==> config.mk <==
export PLATFORM = sky130hd
export DESIGN_NAME = adc_wave_capture
export DESIGN_NICKNAME = d
export VERILOG_FILES = /design/src/rtl/adc_cap_defs.sv /design/src/rtl/adc_clk_gen.sv /design/src/rtl/adc_wave_capture.sv
export SDC_FILE = /design/constraint.sdc
export NUM_CORES = 1
export LEC_CHECK = 0
export ABC_AREA = 0
export CAP_MARGIN = 10
export CORE_UTILIZATION = 30
export CTS_CLUSTER_SIZE = 20
export DETAILED_ROUTE_END_ITERATION = 6
export GPL_TIMING_DRIVEN = 0
export HOLD_SLACK_MARGIN = 0.15
export PLACE_DENSITY = 0.53
export SLEW_MARGIN = 20
export SYNTH_ARGS = -nofsm -noshare
export SYNTH_HDL_FRONTEND = slang
export SYNTH_SLANG_ARGS = --single-unit
==> constraint.sdc <==
create_clock -name clk -period 3.8 [get_ports clk]
set_input_delay 0.76 -clock clk [delete_from_list [all_inputs] [get_ports clk]]
set_output_delay 0.76 -clock clk [all_outputs]
set_load 0.02 [all_outputs]
==> src/rtl/adc_cap_defs.sv <==
// Shared constants for the ADC waveform capture block: FSM state codes,
// default trigger settings and the re-arm level helper.
package adc_cap_defs;

  // Capture FSM state encodings
  localparam logic [2:0] ST_IDLE = 3'd0;
  localparam logic [2:0] ST_ARM  = 3'd1;
  localparam logic [2:0] ST_WAIT = 3'd2;
  localparam logic [2:0] ST_CAP  = 3'd3;
  localparam logic [2:0] ST_DONE = 3'd4;

  // Default trigger settings (offset-binary sample values)
  localparam logic [7:0]  TRIG_LEVEL_DEF   = 8'd128;
  localparam logic [7:0]  TRIG_HYST_DEF    = 8'd4;
  localparam logic [15:0] TRIG_TIMEOUT_DEF = 16'd65535;

  // Re-arm threshold: level minus hysteresis, clamped at zero
  function automatic logic [7:0] arm_level(input logic [7:0] level,
                                           input logic [7:0] hyst);
    return (level > hyst) ? (level - hyst) : 8'd0;
  endfunction

endpackage

==> src/rtl/adc_clk_gen.sv <==
// Free-running ADC clock divider. Produces ad_clk (low for the first half
// of the divide period, high for the second) and a one-cycle strobe on the
// last clk of each period, which is the edge where ADC data is sampled.
module adc_clk_gen #(
  parameter int CLK_DIV = 4
) (
  input  logic clk,
  input  logic rst_n,
  output logic ad_clk,
  output logic smp_stb
);

  localparam int CW = $clog2(CLK_DIV);
  localparam logic [CW-1:0] LAST = CW'(CLK_DIV - 1);
  localparam logic [CW-1:0] HALF = CW'(CLK_DIV / 2);

  logic [CW-1:0] div_cnt;

  // Divider counts 0..CLK_DIV-1 in every state, restarting only on reset
  always_ff @(posedge clk or negedge rst_n) begin
    if (!rst_n) begin
      div_cnt <= '0;
    end else if (div_cnt == LAST) begin
      div_cnt <= '0;
    end else begin
      div_cnt <= div_cnt + CW'(1);
    end
  end

  assign ad_clk  = (div_cnt >= HALF);
  assign smp_stb = (div_cnt == LAST);

endmodule

==> src/rtl/adc_wave_capture.sv <==
// ADC waveform capture: clocks a parallel 8-bit ADC, decimates its samples,
// waits for a rising-edge level trigger with hysteresis (or a timeout), then
// writes one frame into an external dual-port RAM and reports min/max.
module adc_wave_capture
  import adc_cap_defs::*;
#(
  parameter int          CLK_DIV      = 4,
  parameter int          FRAME_LEN    = 1024,
  parameter int          ADDR_W       = 10,
  parameter logic [7:0]  TRIG_LEVEL   = TRIG_LEVEL_DEF,
  parameter logic [7:0]  TRIG_HYST    = TRIG_HYST_DEF,
  parameter logic [15:0] TRIG_TIMEOUT = TRIG_TIMEOUT_DEF
) (
  input  logic              clk,
  input  logic              rst_n,
  input  logic              start,
  input  logic [7:0]        decim,
  input  logic [7:0]        ad_data,
  output logic              ad_clk,
  output logic              wr_en,
  output logic [ADDR_W-1:0] wr_addr,
  output logic [7:0]        wr_data,
  output logic              busy,
  output logic              frame_done,
  output logic              trig_forced,
  output logic [7:0]        max_val,
  output logic [7:0]        min_val
);

  localparam logic [7:0]        ARM_LVL  = arm_level(TRIG_LEVEL, TRIG_HYST);
  localparam logic [ADDR_W-1:0] PEN_ADDR = ADDR_W'(FRAME_LEN - 2);

  logic              smp_stb;
  logic [2:0]        state;
  logic [7:0]        decim_l;
  logic [7:0]        dec_cnt;
  logic [15:0]       tout_cnt;
  logic              active;
  logic [7:0]        smp_p0;
  logic              vld_p0;
  logic              forced_l;
  logic [7:0]        run_min;
  logic [7:0]        run_max;
  logic [7:0]        min_nxt;
  logic [7:0]        max_nxt;
  logic              trig_hit;
  logic              tout_hit;

  adc_clk_gen #(
    .CLK_DIV (CLK_DIV)
  ) u_clk_gen (
    .clk     (clk),
    .rst_n   (rst_n),
    .ad_clk  (ad_clk),
    .smp_stb (smp_stb)
  );

  assign active   = (state == ST_ARM) || (state == ST_WAIT) || (state == ST_CAP);
  assign min_nxt  = (smp_p0 < run_min) ? smp_p0 : run_min;
  assign max_nxt  = (smp_p0 > run_max) ? smp_p0 : run_max;
  assign trig_hit = (state == ST_WAIT) && (smp_p0 >= TRIG_LEVEL);
  assign tout_hit = (tout_cnt == TRIG_TIMEOUT - 16'd1);

  // ---- stage p0: raw ADC sample register ----
  // Data path only: sample the ADC bus on the last clk of each ad_clk period
  always_ff @(posedge clk) begin
    if (smp_stb) begin
      smp_p0 <= ad_data;
    end
  end

  // Decimation: flag one of every decim_l+1 raw samples as kept
  always_ff @(posedge clk or negedge rst_n) begin
    if (!rst_n) begin
      dec_cnt <= '0;
      vld_p0  <= 1'b0;
    end else begin
      vld_p0 <= 1'b0;
      if (state == ST_IDLE && start) begin
        dec_cnt <= '0;
      end else if (smp_stb && active) begin
        if (dec_cnt == decim_l) begin
          dec_cnt <= '0;
          vld_p0  <= 1'b1;
        end else begin
          dec_cnt <= dec_cnt + 8'd1;
        end
      end
    end
  end

  // ---- stage p1: trigger FSM, RAM write port and min/max ----
  // Capture FSM; the trigger sample itself is written at address 0
  always_ff @(posedge clk or negedge rst_n) begin
    if (!rst_n) begin
      state       <= ST_IDLE;
      decim_l     <= '0;
      tout_cnt    <= '0;
      busy        <= 1'b0;
      frame_done  <= 1'b0;
      wr_en       <= 1'b0;
      wr_addr     <= '0;
      wr_data     <= '0;
      trig_forced <= 1'b0;
      forced_l    <= 1'b0;
      run_min     <= 8'hFF;
      run_max     <= 8'h00;
      min_val     <= 8'hFF;
      max_val     <= 8'h00;
    end else begin
      wr_en      <= 1'b0;
      frame_done <= 1'b0;
      case (state)
        ST_IDLE: begin
          if (start) begin
            decim_l     <= decim;
            tout_cnt    <= '0;
            busy        <= 1'b1;
            trig_forced <= 1'b0;
            forced_l    <= 1'b0;
            run_min     <= 8'hFF;
            run_max     <= 8'h00;
            state       <= ST_ARM;
          end
        end
        ST_ARM, ST_WAIT: begin
          if (vld_p0) begin
            tout_cnt <= tout_cnt + 16'd1;
            if (trig_hit || tout_hit) begin
              // A genuine level crossing wins over a coincident timeout
              forced_l <= !trig_hit;
              wr_en    <= 1'b1;
              wr_addr  <= '0;
              wr_data  <= smp_p0;
              run_min  <= min_nxt;
              run_max  <= max_nxt;
              state    <= ST_CAP;
            end else if (state == ST_ARM && smp_p0 < ARM_LVL) begin
              state <= ST_WAIT;
            end
          end
        end
        ST_CAP: begin
          if (vld_p0) begin
            wr_en   <= 1'b1;
            wr_addr <= wr_addr + ADDR_W'(1);
            wr_data <= smp_p0;
            run_min <= min_nxt;
            run_max <= max_nxt;
            if (wr_addr == PEN_ADDR) begin
              state <= ST_DONE;
            end
          end
        end
        ST_DONE: begin
          frame_done  <= 1'b1;
          busy        <= 1'b0;
          min_val     <= run_min;
          max_val     <= run_max;
          trig_forced <= forced_l;
          state       <= ST_IDLE;
        end
        default: begin
          state <= ST_IDLE;
        end
      endcase
    end
  end

endmodule

==> metrics <==
status=completed; xor and xnor area share after synthesis=6.39%; Post-Synth Adder-Cell Area=5.58%; Final setup viols=0; Pre-antenna DRT Iters=4; Detailed Route WL=10.3 mm; multi-input logic area=0.00214 mm^2; Mapped Nets=495; Final HPWL DP=7.60 mm; simple-gate share of the synthesized area=15.5%; Worst path slowest cell=nor3_2; Largest delay share family, worst path=simple AND/OR/NAND/NOR gates; Sequential Area=~0.0026 mm^2; placed cell area=roughly 0.0058 mm^2; TritonCTS clock tree=built; synthesized flop and latch total=101; hold slack=0.315 ns; height of the die=130 um; post-synthesis compound-gate area fraction=10.3%; Synth Cell Area=0.00493 mm^2; Pleak=2.64 nW; vias in the first global route=3496; global-route wire length before repair=approximately 17 mm; clock tree buffer depth=2; most frequent cell after synthesis=dfrtp_1; Area Growth Syn to Fin=22.9%; Worst setup SP type=primary input; critical path class=in2reg; TritonCTS Sinks=101; Via density=between 4 and 5; CP endpoint kind=flop; CTS buffer count=9; Initial Utilization=a little over 30%; synth top area cells=dfrtp_1 (39%), dfstp_2 (8.5%), mux2_2 (5.7%); switching part of the total power=27.2%; Reg power frac=between 50 and 60%; average instance area after synthesis=10.9 um^2; FF-to-FF path depth=7; post-synth cell types=51; DR vias=3529; PwrDens=419 mW/mm^2; combinational power share=14.6%; Max Clock Freq=356 MHz; total track usage=a little over an eighth; net switching power=about 0.69 mW; PnR Total Power=2.54 mW; DRC Markers=0; max cap viols=0; Final Instance Area=roughly 0.006 mm^2; die width=between 100 and 150 um; worst-margin pin slew=0.948 ns; Placer Congestion=between 0.8 and 0.9; Syn. warnings=0; largest family of logic cells by synthesized area=simple AND/OR/NAND/NOR gates; clock slew at reported path FFs=0.06 ns; largest net degree at the start of global routing=56; Post-CTS Resized=0; R2R setup slack=between 1 and 1.5 ns; Final Net Count=564; worst r2r dst=run_max[5]; number of fill cells=between 1500 and 2000; Detail Route Antenna Nets=0; Worst Hold Class=in2async; worst-path cell chain=clkdlybuf4s50_1, or3b_4, a21oi_4, o21ai_1, buf_2, nor3_2, o21ai_0; htree depth=3; DR iter-0 viols=142; normalized max-slew margin=between 30% and 40%; DR WL/cell=about 14 um; I/O pins=58; Peak VDD IR=204 uV; mux contribution to synthesized area=5.70%; Setup Skew=between 0.01 and 0.015 ns; Antenna Cells=0; reg-to-reg startpoint=smp_p0[5]; Cells after Synth=454; core area=about 0.016 mm^2; IO Port Bufs=57; RSZ-0062 raised after global routing=no; cell row count=46; Worst EP required=4.00 ns; initial antenna violation count=0; Final Hold Viols=0; final core occ=38.0%; critical path fanouts, max=10; most frequent cells after synthesis=dfrtp_1 (77), nor2_1 (41), inv_1 (33); internal power=1.85 mW; Period minus WS final=between 2 and 3 ns; die area=0.0170 mm^2; Top FF cell, synth=dfrtp_1; Max stage delay on crit path=0.61 ns; max-slew violation count=0; Clk pwr share=between 30 and 40%; Bufs and invs on worst path=2; post-synthesis async set-or-reset flop share=92.1%; Root Buffer=clkbuf_16; Worst EP arrival=3.00 ns; Setup Buffers After CTS=0; CTS Hold Bufs=0; Seq/Total Area, Yosys=52.4%; share of layout cells above drive strength 1=14.2%; worst skew pair latency=0.35 ns; Yosys top cell area share=39.0%; Synth area leader=dfrtp_1; Final Cycle Share=73.8%; GRT overflow=0; Post-synth EDFFs=8
-- worst register-to-register path, cell delays in order (launching register included) --
cell and delay [ns]:
edfxtp_1 0.49, ha_1 0.34, a211oi_1 0.21, nor2_1 0.09, o31ai_1 0.77, or2_2 0.24, buf_2 0.19, o211ai_1 0.12
-- cell families after synthesis --
logic type,Yosys count
buffers and inverters,50
XOR/XNOR,36
flip-flops,101
AND/OR/NAND/NOR,145
multiplexers,25
adder cells (fa/ha/maj),22
AO/OA/AOI/OAI,75
-- per-layer routing --
metal / vias up / global-route usage (%) / share of wire, %
met1: 1737 / 17.7 / 48
met4: 0 / 5.75 / 1.8
met5: - / 0 / 0
li1: 1732 / - / -
met2: 48 / 21.7 / 48
met3: 12 / 2.42 / 2.9
-- area by class of cell --
class,count,area share (%)
clock inverter,4,0.413
timing repair buffer,58,9.88
sequential,101,42.7
clock buffer,12,3.90
buffer,17,1.30
multi-input combinational,303,35.4
tap,216,4.46
inverter,33,2.04
-- flip-flops by register name (all words and copies together) (netlist names), 2 cells and up --
name and count:
wr_addr 10, state 3, wr_data 8, run_min 8, decim_l 8, u_clk_gen.div_cnt 2, run_max 8, tout_cnt 16
min_val 8, max_val 8, smp_p0 8, dec_cnt 8
-- power by group through the flow --
stage,clock [mW],combinational [mW],sequential [mW]
floorplan,0,0.241,1.34
global placement,0,0.361,1.35
detailed placement,0,0.375,1.35
CTS,0.857,0.378,1.33
global route,0.912,0.421,1.35
finish,0.838,0.371,1.33
-- layout by cell type, fill, tap and decap left out, types with 2 or more instances in the layout --
cell type	count
nor4_1	8
ha_1	22
xnor2_1	16
and2_1	5
nor3_1	9
o211ai_1	16
dfrtp_1	77
or2_2	5
nand4_1	10
xor2_1	20
inv_1	33
and3_1	4
o31ai_1	2
buf_6	2
a211oi_1	2
nor2_1	41
nor3b_1	2
clkbuf_16	9
mux2_2	25
dfstp_2	16
o22a_1	9
nand2b_1	2
nand3_1	20
buf_1	2
a21oi_1	11
o21ai_0	21
buf_2	6
clkinvlp_4	2
clkbuf_1	11
o22ai_1	2
edfxtp_1	8
o21a_1	4
nand2_1	26
clkinv_2	2
clkdlybuf4s50_1	56
nor2b_1	2
-- per-stage QoR --
step                worst slack [ns]  instances  TNS [ns]
global route                   0.806        744         0
global placement               -1.53        727   -123.26
floorplan                       1.55        454         0
finish                         0.994        744         0
CTS                            0.946        744         0
detailed placement             0.577        728         0
-- worst max path at each step --
stage / startpoint / endpoint / slack (ns) / cells past startpoint
floorplan: start / run_min[0] / 1.55 / 6
global placement: rst_n / wr_addr[8] / -1.53 / 1
detailed placement: start / wr_data[0] / 0.58 / 7
CTS: start / wr_data[4] / 0.95 / 7
global route: start / wr_data[4] / 0.81 / 7
finish: start / wr_data[4] / 0.99 / 7
Note: power is estimated with default switching activity, not from simulation.
